**config.mk**
```make
export PLATFORM = sky130hd
export DESIGN_NAME = imm_encoder
export DESIGN_NICKNAME = d
export VERILOG_FILES = /design/src/rtl/imm_encoder.sv
export SDC_FILE = /design/constraint.sdc
export NUM_CORES = 1
export LEC_CHECK = 0
export ABC_AREA = 1
export CORE_AREA = 4 4 74 76
export DETAILED_ROUTE_END_ITERATION = 12
export DIE_AREA = 0 0 78 80
export MAX_ROUTING_LAYER = met4
export PLACE_DENSITY = 0.75
export SETUP_SLACK_MARGIN = 0.5
export SLEW_MARGIN = 20
export SYNTH_ARGS = -nofsm -noshare
export SYNTH_HDL_FRONTEND = slang
export SYNTH_SLANG_ARGS = --single-unit
```
**constraint.sdc**
```tcl
create_clock -name clk -period 1.35 [get_ports clk]
set_input_delay 0.27 -clock clk [delete_from_list [all_inputs] [get_ports clk]]
set_output_delay 0.27 -clock clk [all_outputs]
set_load 0.005 [all_outputs]
```
**src/rtl/imm_encoder.sv**
```systemverilog
// rtl/imm_encoder.sv - shortest-form immediate encoder: 16-bit constant to short, long or high/low pair words
module imm_encoder (
    input  logic        clk,
    input  logic        rst,
    input  logic        in_valid,
    output logic        in_ready,
    input  logic [15:0] in_value,
    input  logic [2:0]  in_rd,
    input  logic        in_allow13,
    output logic        out_valid,
    input  logic        out_ready,
    output logic [15:0] out_word,
    output logic        out_last,
    output logic [1:0]  out_kind,
    output logic [7:0]  wide_cnt
);
    localparam logic [2:0] OP9  = 3'b001;
    localparam logic [2:0] OP13 = 3'b010;
    localparam logic [2:0] OPHI = 3'b011;
    localparam logic [2:0] OPLO = 3'b100;

    typedef enum logic [1:0] {IDLE, ONE, HI, LO} state_t;

    state_t      state;
    logic [15:0] lo_word;
    logic        fits9;
    logic        fits13;
    logic        use_long;
    logic        is_pair;
    logic        accept;

    always_comb begin
        fits9    = (&in_value[15:8]) || !(|in_value[15:8]);
        fits13   = (&in_value[15:12]) || !(|in_value[15:12]);
        use_long = !fits9 && in_allow13 && fits13;
        is_pair  = !fits9 && !use_long;
    end

    // A new request may slip in during the cycle a final word drains, keeping the stream bubble-free.
    assign in_ready  = (state == IDLE) || ((state == ONE || state == LO) && out_ready);
    assign accept    = in_valid && in_ready;
    assign out_valid = (state != IDLE);

    always_ff @(posedge clk or posedge rst) begin
        if (rst) begin
            state    <= IDLE;
            out_word <= 16'h0000;
            out_kind <= 2'd0;
            out_last <= 1'b0;
            lo_word  <= 16'h0000;
            wide_cnt <= 8'd0;
        end else begin
            if (accept) begin
                if (fits9) begin
                    out_word <= {OP9, in_rd, 1'b0, in_value[8:0]};
                    out_kind <= 2'd0;
                    out_last <= 1'b1;
                    state    <= ONE;
                end else if (use_long) begin
                    out_word <= {OP13, in_value[12:0]};
                    out_kind <= 2'd1;
                    out_last <= 1'b1;
                    state    <= ONE;
                end else begin
                    out_word <= {OPHI, in_rd, 2'b00, in_value[15:8]};
                    lo_word  <= {OPLO, in_rd, 2'b00, in_value[7:0]};
                    out_kind <= 2'd2;
                    out_last <= 1'b0;
                    state    <= HI;
                end
                if (is_pair && wide_cnt != 8'd255)
                    wide_cnt <= wide_cnt + 8'd1;
            end else if (out_ready) begin
                case (state)
                    HI: begin
                        out_word <= lo_word;
                        out_kind <= 2'd3;
                        out_last <= 1'b1;
                        state    <= LO;
                    end
                    ONE, LO: state <= IDLE;
                    default: state <= IDLE;
                endcase
            end
        end
    end
endmodule

```
Word-level counts from Yosys, hierarchy flattened
Index checks and enable logic that the tools add are counted.

Reductions and logical operators: 25. Multiplexer cells: 19. Bitwise operators: 2. Eq/ne operators: 4. $add $sub $neg: 1.

Operators with widths (count): 16-bit 2-to-1 mux (3); 2-bit 2-to-1 mux (9); 15-bit 2-to-1 mux (1); 14-bit 2-to-1 mux (1); 8-bit by 1-bit adder with 8-bit output, second input constant (1); 8-bit inequality test, second input constant (1); 8-bit AND reduction (1); 8-bit OR reduction (1); 1-bit logical AND (6); 2-bit nonzero test (3); 1-bit 2-to-1 mux (5); 2-bit == test, second input constant (2); 1-bit zero test (4); 1-bit logical OR (4); 2-bit AND reduction (2); 4-bit AND reduction (1); 4-bit OR reduction (1); 3-bit AND reduction (1); 2-bit by 1-bit == test with 1-bit output, second input constant (1); 2-bit zero test (1); 1-bit inverter (2).

Register bits: 41. Output and inout bits: 29.

Longest topological paths before layout
Gate-level depths: netlist of the first run.

Word-level depth: 10. Depth in mapped cells: 11. Depth with buffers taken out: 10.

Least setup slack after synthesis of the first run
No wires, ideal clock.

Kind: flip-flop to flip-flop. From: register state[0]. To: register wide_cnt[5]. Period minus slack after synthesis: 1.482 ns. Data arrival time: 1.361 ns. Path slack: -0.132 ns. Required time: 1.228 ns. Cell stages (with the launch flop): 11. Buffers on the path: 1. Cells stage by stage: dfrtp_1 > or2_4 > nand2_4 > nand2_4 > clkinv_4 > nand3_4 > inv_4 > nand2_2 > buf_6 > nand2_1 > o21ai_2.

Cells in the longest elaborated chain, start to end: 6. Elaborated cells on any way between the ends: 8. Classes of those cells: eq/ne (2); reduce/logical (6).

RTL lines: start, declared (line 24) `state_t state;`; start signal, assigned (line 46) `state <= IDLE;`; start signal, assigned (line 58) `state <= ONE;`; start signal, assigned (line 63) `state <= ONE;`; 2-bit by 1-bit == test with 1-bit output / 2-bit == test (equally long branches) (line 40) `assign in_ready = (state == IDLE) || ((state == ONE || state == LO) && out_ready);`; 1-bit logical OR (line 40); 1-bit logical AND (line 40); 1-bit logical OR (*) (line 40); net in_ready (line 6) `output logic in_ready,`; 1-bit logical AND (*) (line 41) `assign accept = in_valid && in_ready;`; 2-bit AND reduction (no line) (*); end signal, assigned (line 72) `wide_cnt <= wide_cnt + 8'd1;`; end, declared (line 15) `output logic [7:0] wide_cnt`.

The timed path passes the listed nets; every way through them passes the cells marked *. A chain may end at the register's enable or synchronous reset.

Final worst setup path of the first run
From: register state[0]. To: register wide_cnt[0].

Cells in the longest elaborated chain, start to end: 6. Elaborated cells on any way between the ends: 8. Classes of those cells: eq/ne (2); reduce/logical (6).

RTL lines (line): 2-bit by 1-bit == test with 1-bit output / 2-bit == test (equally long branches) (40); 1-bit logical OR (40); 1-bit logical AND (40); 1-bit logical OR (*) (40); 1-bit logical AND (*) (41); 2-bit AND reduction (no line) (*).

Every way passes the cells marked *; elsewhere a longest branch is shown, timed or not.

==> reports/metrics.cfg, run 1 <==
[sta]
slew_viol_final=0
slew_headroom_pct=85.38
setup_viol=28
rsz0062_at_grt=yes
timing.final.crit_period_ps=1451
setup_ws_ps=-100.7
hold_violations=0
worst_pin_slew_ps=219.3
fin_crit_sh_pct=107.5
finClkSkew_ps=8.372
fmax_mhz=689.3

[clocking]
cts_htree_levels=2
numClockSinks=41
cts_tree=built
cts.path.max_buffers=2
clkLatencyLatePin_ps=300
path_clk_slew_ps=80
numCtsBuffers=5
clockRootBuffer=clkbuf_8

[logic_synthesis]
ys_seq_area_share_pct=49.25
synthTopCellsByArea=dfrtp_1 49%, nand2_1 16%, nand3_1 5.8%, inv_1 4.9%, o21ai_0 4.6%
syn-cell-area_um2=2083
synth_edf_count=0
yosys.area.top_type_share_pct=49.25
syn_area_per_cell_um2=8.012
synthCells=260
ys_ff_latch=41
netlist_top_cells_count=87 x nand2_1, 41 x dfrtp_1, 27 x inv_1, 24 x nand3_1, 19 x o21ai_0
synth_cell_type_count=29
synth_top_cell_by_area=dfrtp_1
post-synth-top-count-cell=nand2_1
syn-num-nets=285
ys_warn_count=0
synth_flop_cell=dfrtp_1
async_flop_share_pct=100.0

[critical_path]
critPathTopFamily=simple AND/OR/NAND/NOR gates
cp-end-kind=register
worst_path_max_delay_cell=dfrtp_1
path_max_fanout=6
r2r_cells=9
r2r_slack_ps=-100
r2r-start=state[0]
cp.buffers_inverters=3
crit_path_start_kind=register
crit_required_ps=1590
crit_path_max_incr_delay_ps=380
cpMostUsedCell=nand2_4
r2r-end=wide_cnt[0]
critical_path_class=register to register
crit_chain=or2_4 -> nand2_4 -> nand2_4 -> clkinv_4 -> nand3_4 -> inv_6 -> clkbuf_16 -> nand3b_1 -> nand2_1
worst_ep_arrival_time_ps=1690

[detailed_routing]
drtAntennaViolNets=0
wirelength_um=5983
routed.top_layer=met4
num_vias=2157
wl_met1_um=2482
wl_per_cell_um=13.72
wl_met3_um=377
viasPerCell=4.947
drtIter0Drc=179
dr.pass1.iters=4
met2_length_um=3048
drc=0

[global_route]
grt_pass1_wl_um=9508
grt-ovfl-total=0
grt_max_degree=42
antenna_found_initial=0
grt_pass1_vias=2086
grt_usage_pct=19.75

[floorplan]
die_x_um=78
start_util_pct=44.11
ios=53
fp.dieH_um=80
die-area_um2=6240
core_um2=4723
num_rows=25

[outcome]
run_status=finished with violations
violations=negative setup slack

[place]
portBuffers=52
gp_congestion=0.8262
dp_slack_ps=-533.5
dpl.hpwl_um=3979
dp_cells=403

[finish]
nNetsFinal=393
syn2layout_area_growth_pct=55.32
drive_above_1_share_pct=34.69
stdcell_count=436
num-fill-cells=407
diodes=0

[power_and_ir_drop]
ir_worst_vdd_mv=1.144
p_per_area_nw_per_um2=1898
p_leak_nw=1.683

[flow_run]
max-cap-violations=0

[worst_hold_path]
hp-class=primary input to asynchronous set/reset pin

==> state kept, by name, indices dropped and copies added, names as in the netlist <==
register,cells
out_word,16
out_kind,2
wide_cnt,8
state,2
lo_word,12
out_last,1
==> worst register-to-register path: cells and delay by family (launching register included) <==
kind / cells / cell delay (ps)
DFF: 1 / 380
and+or+nand+nor: 6 / 680
buffers and inverters: 3 / 340
==> power breakdown <==
group | internal, mW | total, mW | switching [mW]
registers | 1.73 | 1.97 | 0.238
clock network | 0.601 | 1.04 | 0.437
logic | 1.62 | 3.14 | 1.52
total | 3.95 | 6.14 | 2.19
==> cells in the final DEF, fill, tap and decap left out, drive strengths merged, types with 2 or more instances in the layout <==
cell type,n
xnor2,4
o21ai,22
or2,5
a21oi,3
dfrtp,41
nand4,7
o21a,2
nor2,14
o22ai,2
dlygate4sd2,8
clkinvlp,2
xor2,2
nand3,25
clkdlybuf4s50,15
buf,84
nand2,91
clkbuf,7
inv,28
==> final cells by class <==
class                      count  area (um2)  share of cell area (%)
clock buffer                   6       82.58                   2.552
sequential                    41        1026                   31.71
multi-input combinational    182       975.9                   30.16
clock inverter                 2       37.54                   1.160
inverter                      30       128.9                   3.983
timing repair buffer         108       900.9                   27.84
tap                           67       83.83                   2.591
==> layer usage <==
metal	GRT usage (%)	up-vias
met5	-	-
met4	7.517	0
met3	4.289	10
met2	33.90	71
met1	22.73	1026
li1	-	1050
==> kinds of logic after synthesis <==
family	Yosys count	share of synthesized area (%)
simple gates	144	30.93
flops	41	49.25
buf+inv	37	8.048
compound gates	31	8.649
xor+xnor	6	2.523
fa+ha+maj	1	0.6005
==> repair_timing <==
item / 4_1_cts / 5_1_grt
hold buffers: 0 / 0
buffers inserted: 15 / 8
pin swaps: 5 / 10
gates resized for setup: 143 / 30
endpoints found under the setup margin: 70 / 70
hold endpoints to repair: 0 / 0
cloned: 1 / 1
==> worst max-delay path by stage <==
stage	startpoint	endpoint	slack [ps]	cells after the start
floorplan	state[0]	wide_cnt[5]	-130	10
global placement	in_value[14]	out_word[11]	-530	10
detailed placement	in_value[13]	out_word[10]	-530	10
CTS	state[1]	lo_word[11]	-50	8
global route	state[0]	wide_cnt[0]	-160	9
finish	state[0]	wide_cnt[0]	-100	9
==> through the flow <==
step                      cell area (um2)  hold slack, ps  setup TNS [ps]  total power, mW  util [%]
after detailed placement             2902           460.1          -17900            4.696     61.43
final                                3236           363.7           -1351            6.142     68.50
after global routing                 3236           411.0           -3775            6.607     68.50
after CTS                            3060           372.5          -894.3            5.784     64.79
after global placement               2902           451.6          -17580            4.636     61.43
after floorplan                      2090           255.2          -883.8            3.344         -
Power figures use the tool's default switching activity.
==> run 2, diff against run 1 <==
--- a/config.mk
+++ b/config.mk
@@ -9,6 +9,7 @@
 export CORE_AREA = 4 4 74 76
 export DETAILED_ROUTE_END_ITERATION = 12
 export DIE_AREA = 0 0 78 80
+export GPL_TIMING_DRIVEN = 1
 export MAX_ROUTING_LAYER = met4
 export PLACE_DENSITY = 0.75
 export SETUP_SLACK_MARGIN = 0.5
==> constraint.sdc (replaced) <==
create_clock -name clk -period 1.16 [get_ports clk]
set_input_delay 0.232 -clock clk [delete_from_list [all_inputs] [get_ports clk]]
set_output_delay 0.232 -clock clk [all_outputs]
set_load 0.005 [all_outputs]
==> reports/metrics.cfg, run 2 (synthesized netlist as in run 1, its figures left out) <==
[clocking]
clockRootBuffer=clkbuf_8
cts.path.max_buffers=2  ; unchanged
clkLatencyLatePin_ps=300  ; about the same
cts_tree=built
numClockSinks=41  ; unchanged
cts_hold_buf=0  ; unchanged
numCtsBuffers=5  ; unchanged
cts_htree_levels=2  ; unchanged
path_clk_slew_ps=80  ; about the same

[finish]
nNetsFinal=398  ; +1.3%
final_cell_mix=77 x nand2_1, 45 x buf_4, 40 x dfrtp_1
diodes=0  ; unchanged
largest_register_ff_count=16  ; unchanged
top_register=out_word
reg.largest.list=out_word x16, lo_word x12, wide_cnt x8
final_common_cell=nand2_1
stdcell_count=441  ; +1.1%
syn2layout_area_growth_pct=56.34
drive_above_1_share_pct=35.83  ; +1.1 points

[floorplan]
core_um2=4723  ; unchanged
ios=53  ; unchanged
start_util_pct=44.11  ; unchanged
die_x_um=78  ; unchanged
fp.dieH_um=80  ; unchanged
num_rows=25  ; unchanged
die-area_um2=6240  ; unchanged

[detailed_routing]
num_vias=2154  ; -0.14%
wirelength_um=6065  ; +1.4%
wl_per_cell_um=13.75  ; +0.22%
drc=0  ; unchanged
viasPerCell=4.884  ; -1.3%
met2_length_um=3182  ; +4.4%
routed.top_layer=met4
dr.pass1.iters=4  ; unchanged
wl_met3_um=286  ; -24%
drtIter0Drc=143  ; -20%
wl_met1_um=2493  ; +0.44%
drtAntennaViolNets=0  ; unchanged

[sta]
worst_pin_slew_ps=240.3  ; +20.99 ps
slew_viol_final=0  ; unchanged
setup_viol=45  ; +61%
setup_ws_ps=-291.7  ; -191.0 ps
rsz0062_at_grt=yes
fin_crit_sh_pct=125.1  ; +18 points
slew_headroom_pct=83.86  ; -1.5 points
hold_violations=0  ; unchanged
timing.final.crit_period_ps=1452  ; +0.9610 ps
fmax_mhz=688.8  ; about the same
finClkSkew_ps=9.758  ; +1.386 ps

[critical_path]
crit_path_max_incr_delay_ps=380  ; about the same
cp.buffers_inverters=3  ; unchanged
crit_chain=or2_4 -> nand2_4 -> nand2_4 -> clkinv_4 -> nand3_4 -> inv_6 -> buf_8 -> o22ai_1
worst_ep_arrival_time_ps=1610  ; -80 ps
cpMostUsedCell=nand2_4
path_max_fanout=12  ; +6
worst_path_max_delay_cell=dfrtp_1
critPathTopFamily=simple AND/OR/NAND/NOR gates
cp-end-kind=register
critical_path_class=register to register
r2r_slack_ps=-290  ; -190 ps
crit_path_start_kind=register
crit_required_ps=1320  ; -270 ps

[power_and_ir_drop]
p_per_area_nw_per_um2=2179  ; +15%
ir_worst_vdd_mv=1.203  ; +5.1%
p_leak_nw=1.689  ; +0.36%
power.total_mw=7.095  ; +16%

[place]
dpl.hpwl_um=4048  ; +1.7%
dp_slack_ps=-753.1  ; -219.5 ps
gp_congestion=0.8721  ; +5.6%
portBuffers=52  ; unchanged
dp_cells=411  ; +2.0%

[worst_hold_path]
hp-class=primary input to asynchronous set/reset pin

[global_route]
antenna_found_initial=0  ; unchanged
grt-ovfl-total=0  ; unchanged
grt_usage_pct=20.31  ; +0.56 points
grt_pass1_wl_um=9804  ; +3.1%
grt_pass1_vias=2148  ; +3.0%
grt_max_degree=42  ; unchanged

[flow_run]
max-cap-violations=0  ; unchanged

[outcome]
run_status=finished with violations
violations=negative setup slack

-- run 2: per-stage QoR --
step / TNS (ps) / hold WS (ps) / area (um2) / util, %
floorplan: -7166 / 217.2 / 2090 / -
global placement: -24030 / 448.4 / 2974 / 62.97
detailed placement: -26020 / 450.2 / 2974 / 62.97
CTS: -8427 / 335.8 / 3131 / 66.28
global route: -12230 / 349.4 / 3257 / 68.95
finish: -9219 / 325.0 / 3257 / 68.95
-- run 2: final cells by class --
type | count | area, um2
fill | 384 | 1466
sequential | 41 | 1027
multi-input combinational | 182 | 977.2
timing repair buffer | 113 | 930.9
inverter | 30 | 126.4
tap | 67 | 83.83
clock buffer | 6 | 72.57
clock inverter | 2 | 38.79
-- run 2: worst paths after layout --
path | cells past startpoint | from | to
hold / removal | 3 | rst | out_word[0]
min in group clk | 4 | out_ready | state[1]
setup / recovery | 8 | state[1] | state[0]
max in group asynchronous | 3 | rst | wide_cnt[3]
setup reg to reg | 8 | state[1] | state[0]
hold reg to reg | 2 | lo_word[15] | lo_word[15]
-- run 2: repair_timing --
action                                  in CTS  in global routing
pin swaps                                    6                  7
endpoints found under the setup margin      70                 70
setup buffers                               16                  6
resized for setup                          151                 21
-- run 2: power breakdown --
group | leakage (nW) | internal [mW] | total (mW) | switching [mW]
registers | 0.502 | 2.01 | 2.31 | 0.291
logic | 1.13 | 1.90 | 3.64 | 1.75
clock network | 0.0554 | 0.646 | 1.15 | 0.502
-- run 2: worst reg2reg max path, stage by stage, from the launching register on --
cell	delay [ps]
dfrtp_1	380
or2_4	270
nand2_4	80
nand2_4	60
clkinv_4	90
nand3_4	120
inv_6	110
buf_8	140
o22ai_1	90
-- run 2: metal layers --
layer  up-vias  global-route usage, %
met5         -                      -
met2        55                  35.62
met4         0                  8.392
met3        12                  4.628
met1      1036                  22.33
li1       1051                      -
